--- src/rtl/mmio_input_port.sv ---
// Memory-mapped input port: synchronizes SW/KEY, debounces keys, latches sticky key events.
// Optional macro MMIO_IN_RELEASE_EVT_EN adds release events in evt[7:4].
module mmio_input_port #(
  parameter int                    DATA_WIDTH      = 16,
  parameter int                    ADDR_WIDTH      = 16,
  parameter logic [ADDR_WIDTH-1:0] SW_ADDR         = 16'hFF00,
  parameter logic [ADDR_WIDTH-1:0] KEY_ADDR        = 16'hFF01,
  parameter logic [ADDR_WIDTH-1:0] KEYEVT_ADDR     = 16'hFF02,
  parameter int                    DEBOUNCE_CYCLES = 4
) (
  input  logic                  I_CLOCK,
  input  logic                  I_LOCK,
  input  logic [9:0]            I_SW,
  input  logic [3:0]            I_KEY,
  input  logic                  I_ReadEnable,
  input  logic [ADDR_WIDTH-1:0] I_ReadAddr,
  output logic [DATA_WIDTH-1:0] O_ReadData,
  output logic                  O_ReadValid,
  output logic                  O_KeyEventPending
);

  localparam logic [0:0] ST_UP   = 1'b0;
  localparam logic [0:0] ST_DOWN = 1'b1;
  localparam logic [7:0] CNT_LAST = 8'(DEBOUNCE_CYCLES - 1);

`ifdef MMIO_IN_RELEASE_EVT_EN
  localparam int EVT_W = 8;
`else
  localparam int EVT_W = 4;
`endif

  logic [9:0]            sw_meta_q, sw_meta_d;
  logic [9:0]            sw_sync_q, sw_sync_d;
  logic [3:0]            key_meta_q, key_meta_d;
  logic [3:0]            key_sync_q, key_sync_d;
  logic [3:0]            kstate_q, kstate_d;
  logic [7:0]            cnt_q [4];
  logic [7:0]            cnt_d [4];
  logic [3:0]            key_pressed;
  logic [3:0]            press;
  logic [EVT_W-1:0]      evt_q, evt_d;
  logic [EVT_W-1:0]      evt_set;
  logic [EVT_W-1:0]      evt_clr;
  logic [DATA_WIDTH-1:0] rdata_q, rdata_d;
  logic                  rvalid_q, rvalid_d;
  logic                  pending_q, pending_d;
  logic                  hit_sw, hit_key, hit_evt;
`ifdef MMIO_IN_RELEASE_EVT_EN
  logic [3:0]            rel_pulse;
`endif

  always_comb begin
    sw_meta_d  = I_SW;
    sw_sync_d  = sw_meta_q;
    key_meta_d = I_KEY;
    key_sync_d = key_meta_q;
  end

  assign key_pressed = ~key_sync_q;

  // Each key must hold a new level for DEBOUNCE_CYCLES samples before its state flips.
  always_comb begin
    kstate_d = kstate_q;
    press    = '0;
`ifdef MMIO_IN_RELEASE_EVT_EN
    rel_pulse = '0;
`endif
    for (int i = 0; i < 4; i++) begin
      cnt_d[i] = cnt_q[i];
      case (kstate_q[i])
        ST_UP: begin
          if (key_pressed[i]) begin
            if (cnt_q[i] == CNT_LAST) begin
              kstate_d[i] = ST_DOWN;
              cnt_d[i]    = '0;
              press[i]    = 1'b1;
            end else begin
              cnt_d[i] = cnt_q[i] + 8'd1;
            end
          end else begin
            cnt_d[i] = '0;
          end
        end
        default: begin
          if (!key_pressed[i]) begin
            if (cnt_q[i] == CNT_LAST) begin
              kstate_d[i] = ST_UP;
              cnt_d[i]    = '0;
`ifdef MMIO_IN_RELEASE_EVT_EN
              rel_pulse[i] = 1'b1;
`endif
            end else begin
              cnt_d[i] = cnt_q[i] + 8'd1;
            end
          end else begin
            cnt_d[i] = '0;
          end
        end
      endcase
    end
  end

  assign hit_sw  = I_ReadEnable && (I_ReadAddr == SW_ADDR);
  assign hit_key = I_ReadEnable && (I_ReadAddr == KEY_ADDR);
  assign hit_evt = I_ReadEnable && (I_ReadAddr == KEYEVT_ADDR);

  always_comb begin
    rdata_d  = '0;
    rvalid_d = 1'b0;
    evt_clr  = '0;
    if (hit_sw) begin
      rdata_d  = DATA_WIDTH'(sw_sync_q);
      rvalid_d = 1'b1;
    end else if (hit_key) begin
      rdata_d  = DATA_WIDTH'(kstate_q);
      rvalid_d = 1'b1;
    end else if (hit_evt) begin
      rdata_d  = DATA_WIDTH'(evt_q);
      rvalid_d = 1'b1;
      evt_clr  = evt_q;
    end
  end

  // Set wins over the read-to-clear so an event arriving during the read is kept.
  always_comb begin
`ifdef MMIO_IN_RELEASE_EVT_EN
    evt_set = {rel_pulse, press};
`else
    evt_set = press;
`endif
    evt_d     = (evt_q & ~evt_clr) | evt_set;
    pending_d = |evt_q;
  end

  always_ff @(posedge I_CLOCK or negedge I_LOCK) begin
    if (!I_LOCK) begin
      sw_meta_q  <= '0;
      sw_sync_q  <= '0;
      key_meta_q <= '1;
      key_sync_q <= '1;
      kstate_q   <= {4{ST_UP}};
      for (int i = 0; i < 4; i++) cnt_q[i] <= '0;
      evt_q      <= '0;
      rdata_q    <= '0;
      rvalid_q   <= 1'b0;
      pending_q  <= 1'b0;
    end else begin
      sw_meta_q  <= sw_meta_d;
      sw_sync_q  <= sw_sync_d;
      key_meta_q <= key_meta_d;
      key_sync_q <= key_sync_d;
      kstate_q   <= kstate_d;
      for (int i = 0; i < 4; i++) cnt_q[i] <= cnt_d[i];
      evt_q      <= evt_d;
      rdata_q    <= rdata_d;
      rvalid_q   <= rvalid_d;
      pending_q  <= pending_d;
    end
  end

  assign O_ReadData        = rdata_q;
  assign O_ReadValid       = rvalid_q;
  assign O_KeyEventPending = pending_q;

endmodule

--- config.mk ---
export PLATFORM = sky130hd
export DESIGN_NAME = mmio_input_port
export DESIGN_NICKNAME = d
export VERILOG_FILES = /design/src/rtl/mmio_input_port.sv
export SDC_FILE = /design/constraint.sdc
export NUM_CORES = 1
export LEC_CHECK = 0
export ABC_CLOCK_PERIOD_IN_PS = 2100
export CAP_MARGIN = 0
export CORE_MARGIN = 2
export CORE_UTILIZATION = 40
export CTS_BUF_LIST = sky130_fd_sc_hd__clkbuf_8
export DETAILED_ROUTE_END_ITERATION = 7
export GPL_ROUTABILITY_DRIVEN = 0
export MAX_ROUTING_LAYER = met4
export PLACE_DENSITY = 0.73
export SLEW_MARGIN = 20
export SYNTH_ARGS = -nofsm -noshare
export SYNTH_HDL_FRONTEND = slang
export SYNTH_SLANG_ARGS = --single-unit
--- constraint.sdc ---
create_clock -name I_CLOCK -period 2.1 [get_ports I_CLOCK]
set_input_delay 0.42 -clock I_CLOCK [delete_from_list [all_inputs] [get_ports I_CLOCK]]
set_output_delay 0.42 -clock I_CLOCK [all_outputs]
set_load 0.005 [all_outputs]
==> run metrics <==
hpwl dp 4.17 mm; Synth Cell Area 3190 µm²; crit path kind input pin to flip-flop; Starting Density 41.3%; Final Cycle Share 96.3%; GRT Util Overall 15.5%; first-pass GRT wire length 10.1 mm; I/O Pins 51; CTS clk-pin slew, worst paths 0.08 ns; CP max stage cell or4_4; CP Max Fanout 6; Non-Filler Instances 427; Placed Instance Area 3790 µm²; Port Buffer Count 44; setup violators final 0; vias in the first global route 2151; Primary FF master, synth dfrtp_1; DR vias 2127; status finished clean; Final Hold Viols 0; Synth area leader dfrtp_1; clk root buf clkbuf_8; FMAX 494 MHz; Die X-Extent 93.4 µm; Layout Nets 357; Worst Reg-to-Reg Cells 5; Area Overhead vs Synth 26.0%; minimum clock period 2.02 ns; H-tree depth 3; Clk Latency, worst-skew pair 0.34 ns; initial antenna violation count 0; TritonCTS Buffers 9; Placed Instances 410; Min Hold Slack 0.00370 ns; crit path DAT 2.27 ns; Lkg Pwr 1.65 nW; First DRT Iteration DRCs 90; routed len/inst 13.7 µm; TritonRoute pass-1 iters 4; vias per cell 4.98; Die Ht 93.4 µm; Ant. Diodes 0; Mean Syn Cell Area 12.3 µm²; Yosys reg bits 80; PD cells 922 nW/µm²; Synth area leaders dfrtp_1 56%, dfstp_2 6.6%, nor2_1 2.8%, or3_1 2.5%, nand3_1 2.5%; DR DRC count 0; Final ANT Viol Nets 0; largest net degree at the start of global routing 48; clk buf depth 2; CTS sink count 80; final instance area 4020 µm²; Hold Path Class input pin to asynchronous set/reset pin; Max-cap violations 0; share of layout cells above drive strength 1 14.2%; worst slew pin tran 0.599 ns; pins over their slew limit 0; CTS tree built; row count 32; ys async rst share 100%; Mapped Cells 260; RSZ-0062 raised after global routing no; die area 8720 µm²; CP peak stage delay 0.62 ns; Rel. slew slack 59.7%; critical path launch point type input pin; fin util 52.1%; Routed WL 5.84 mm; Worst VDD drop 0.382 mV; fill count 670; Worst Path Required 2.35 ns; Seq/Total Area, Yosys 63.0%; Synth cell types 40; Yosys top cell area share 56.4%; gr ovfl total 0; post-CTS setup repair buffer count 0; Layout Skew 0.00433 ns; crit-path cells clkdlybuf4s50_1, or4b_4, or4_4, nor4b_2; Post-synth EDFFs 0; Core Area 7730 µm²; Setup crit end kind flip-flop; Synth Warn # 0
## Yosys cell counts (2+ instances only)
cell type  count
or4_1          2
dfrtp_1       72
or3_1         13
o41ai_1        4
a21oi_1       15
dfstp_2        8
nand2_1       11
a2bb2oi_1      4
nor3_1         2
buf_4          6
o21ai_0       12
o31ai_1        2
buf_1          2
a32oi_1        2
xnor2_1        7
nor2b_1        3
nand3_1       16
nor4b_2        4
or4b_2         2
nor4b_1        3
nor4_1         2
a21bo_2        2
nand4_1        6
a31oi_1        3
nor2_1        24
inv_1          4
xor2_1         9
mux2i_1        4
and2_1         2
ha_1           4
## critical path, delay by kind of cell
family | cells | cell delay [ns]
simple gates | 3 | 1.46
buf+inv | 1 | 0.39
## cell type report
cell class              instances  area, µm²  share of cell area, %
clock inverters                 6       83.8                   2.08
inverters                       4       15.0                  0.373
multi-input cells             173       1140                   28.3
clock buffers                  10        138                   3.42
flip-flops and latches         80       2010                   50.0
repair buffers                 52        510                   12.7
well taps                     102        128                   3.17
## sequential cells by signal, summed over array words and instances (netlist names), named ones only
signal	flops
sw_meta_q	10
cnt_q	32
O_KeyEventPending	1
O_ReadValid	1
sw_sync_q	10
O_ReadData	10
key_sync_q	4
key_meta_q	4
evt_q	4
## routing by layer
metal	vias to the layer above	wire (µm)	track usage (%)
met2	32	2930	25.4
met4	0	74	4.78
met5	-	0	-
li1	1047	-	-
met3	7	245	4.92
met1	1041	2590	18.3
## placed cells by master (no fill, tap or decap), drive strengths merged, types with 7 or more instances in the layout
cell type / netlist / routed
clkdlybuf4s50: 0 / 43
nand2: 11 / 11
nor2: 24 / 24
xnor2: 7 / 7
dfrtp: 72 / 72
or3: 13 / 13
nor4b: 8 / 8
buf: 9 / 9
nand3: 16 / 16
o21ai: 13 / 13
xor2: 9 / 9
a21oi: 15 / 15
dfstp: 8 / 8
clkbuf: 0 / 10
## per-stage QoR
stage | setup slack [ns] | total power, mW | TNS, ns
floorplan | 0.132 | 2.27 | 0
global placement | -0.322 | 2.49 | -2.71
detailed placement | -0.382 | 2.51 | -2.96
CTS | 0.0256 | 3.75 | 0
global route | 0.00827 | 3.92 | 0
finish | 0.0773 | 3.71 | 0
## power by group
part           total, mW  switching (mW)  leakage, nW  internal [mW]
Clock               1.23           0.531        0.110          0.695
Sequential          1.87           0.169        0.998           1.70
Combinational      0.614           0.317        0.542          0.297
Total               3.71            1.02         1.65           2.69
## cell families after synthesis
| logic type | Yosys count | share of synthesized area (%) |
|---|---|---|
| and+or+nand+nor | 95 | 17.9 |
| DFF | 80 | 63.0 |
| AOI/OAI and AO/OA | 47 | 9.36 |
| xor gates and xnor gates | 16 | 4.39 |
| buffers and inverters | 13 | 2.47 |
| adders and majority gates | 4 | 1.57 |
| muxes | 4 | 1.25 |
| other | 1 | 0.117 |
## timing repair
action                                  CTS  global route
resized for setup                         0             1
hold buffers                              0             0
gates cloned                              0             1
endpoints found under the setup margin    1             1
pin swaps                                 1             1
endpoints found under the hold margin     0             0
## path summary, 6_finish.rpt
kind / start / to / slack (ns)
hold / removal: I_LOCK / cnt_q[15] / 0.004
setup reg to reg: cnt_q[16] / cnt_q[20] / 0.31
hold reg to reg: sw_meta_q[5] / sw_sync_q[5] / 0.35
min in group I_CLOCK: sw_meta_q[5] / sw_sync_q[5] / 0.35
setup / recovery: I_ReadAddr[3] / O_ReadData[6] / 0.08
max in group asynchronous: I_LOCK / key_meta_q[0] / 1.46
(Power assumes the default switching activity.)
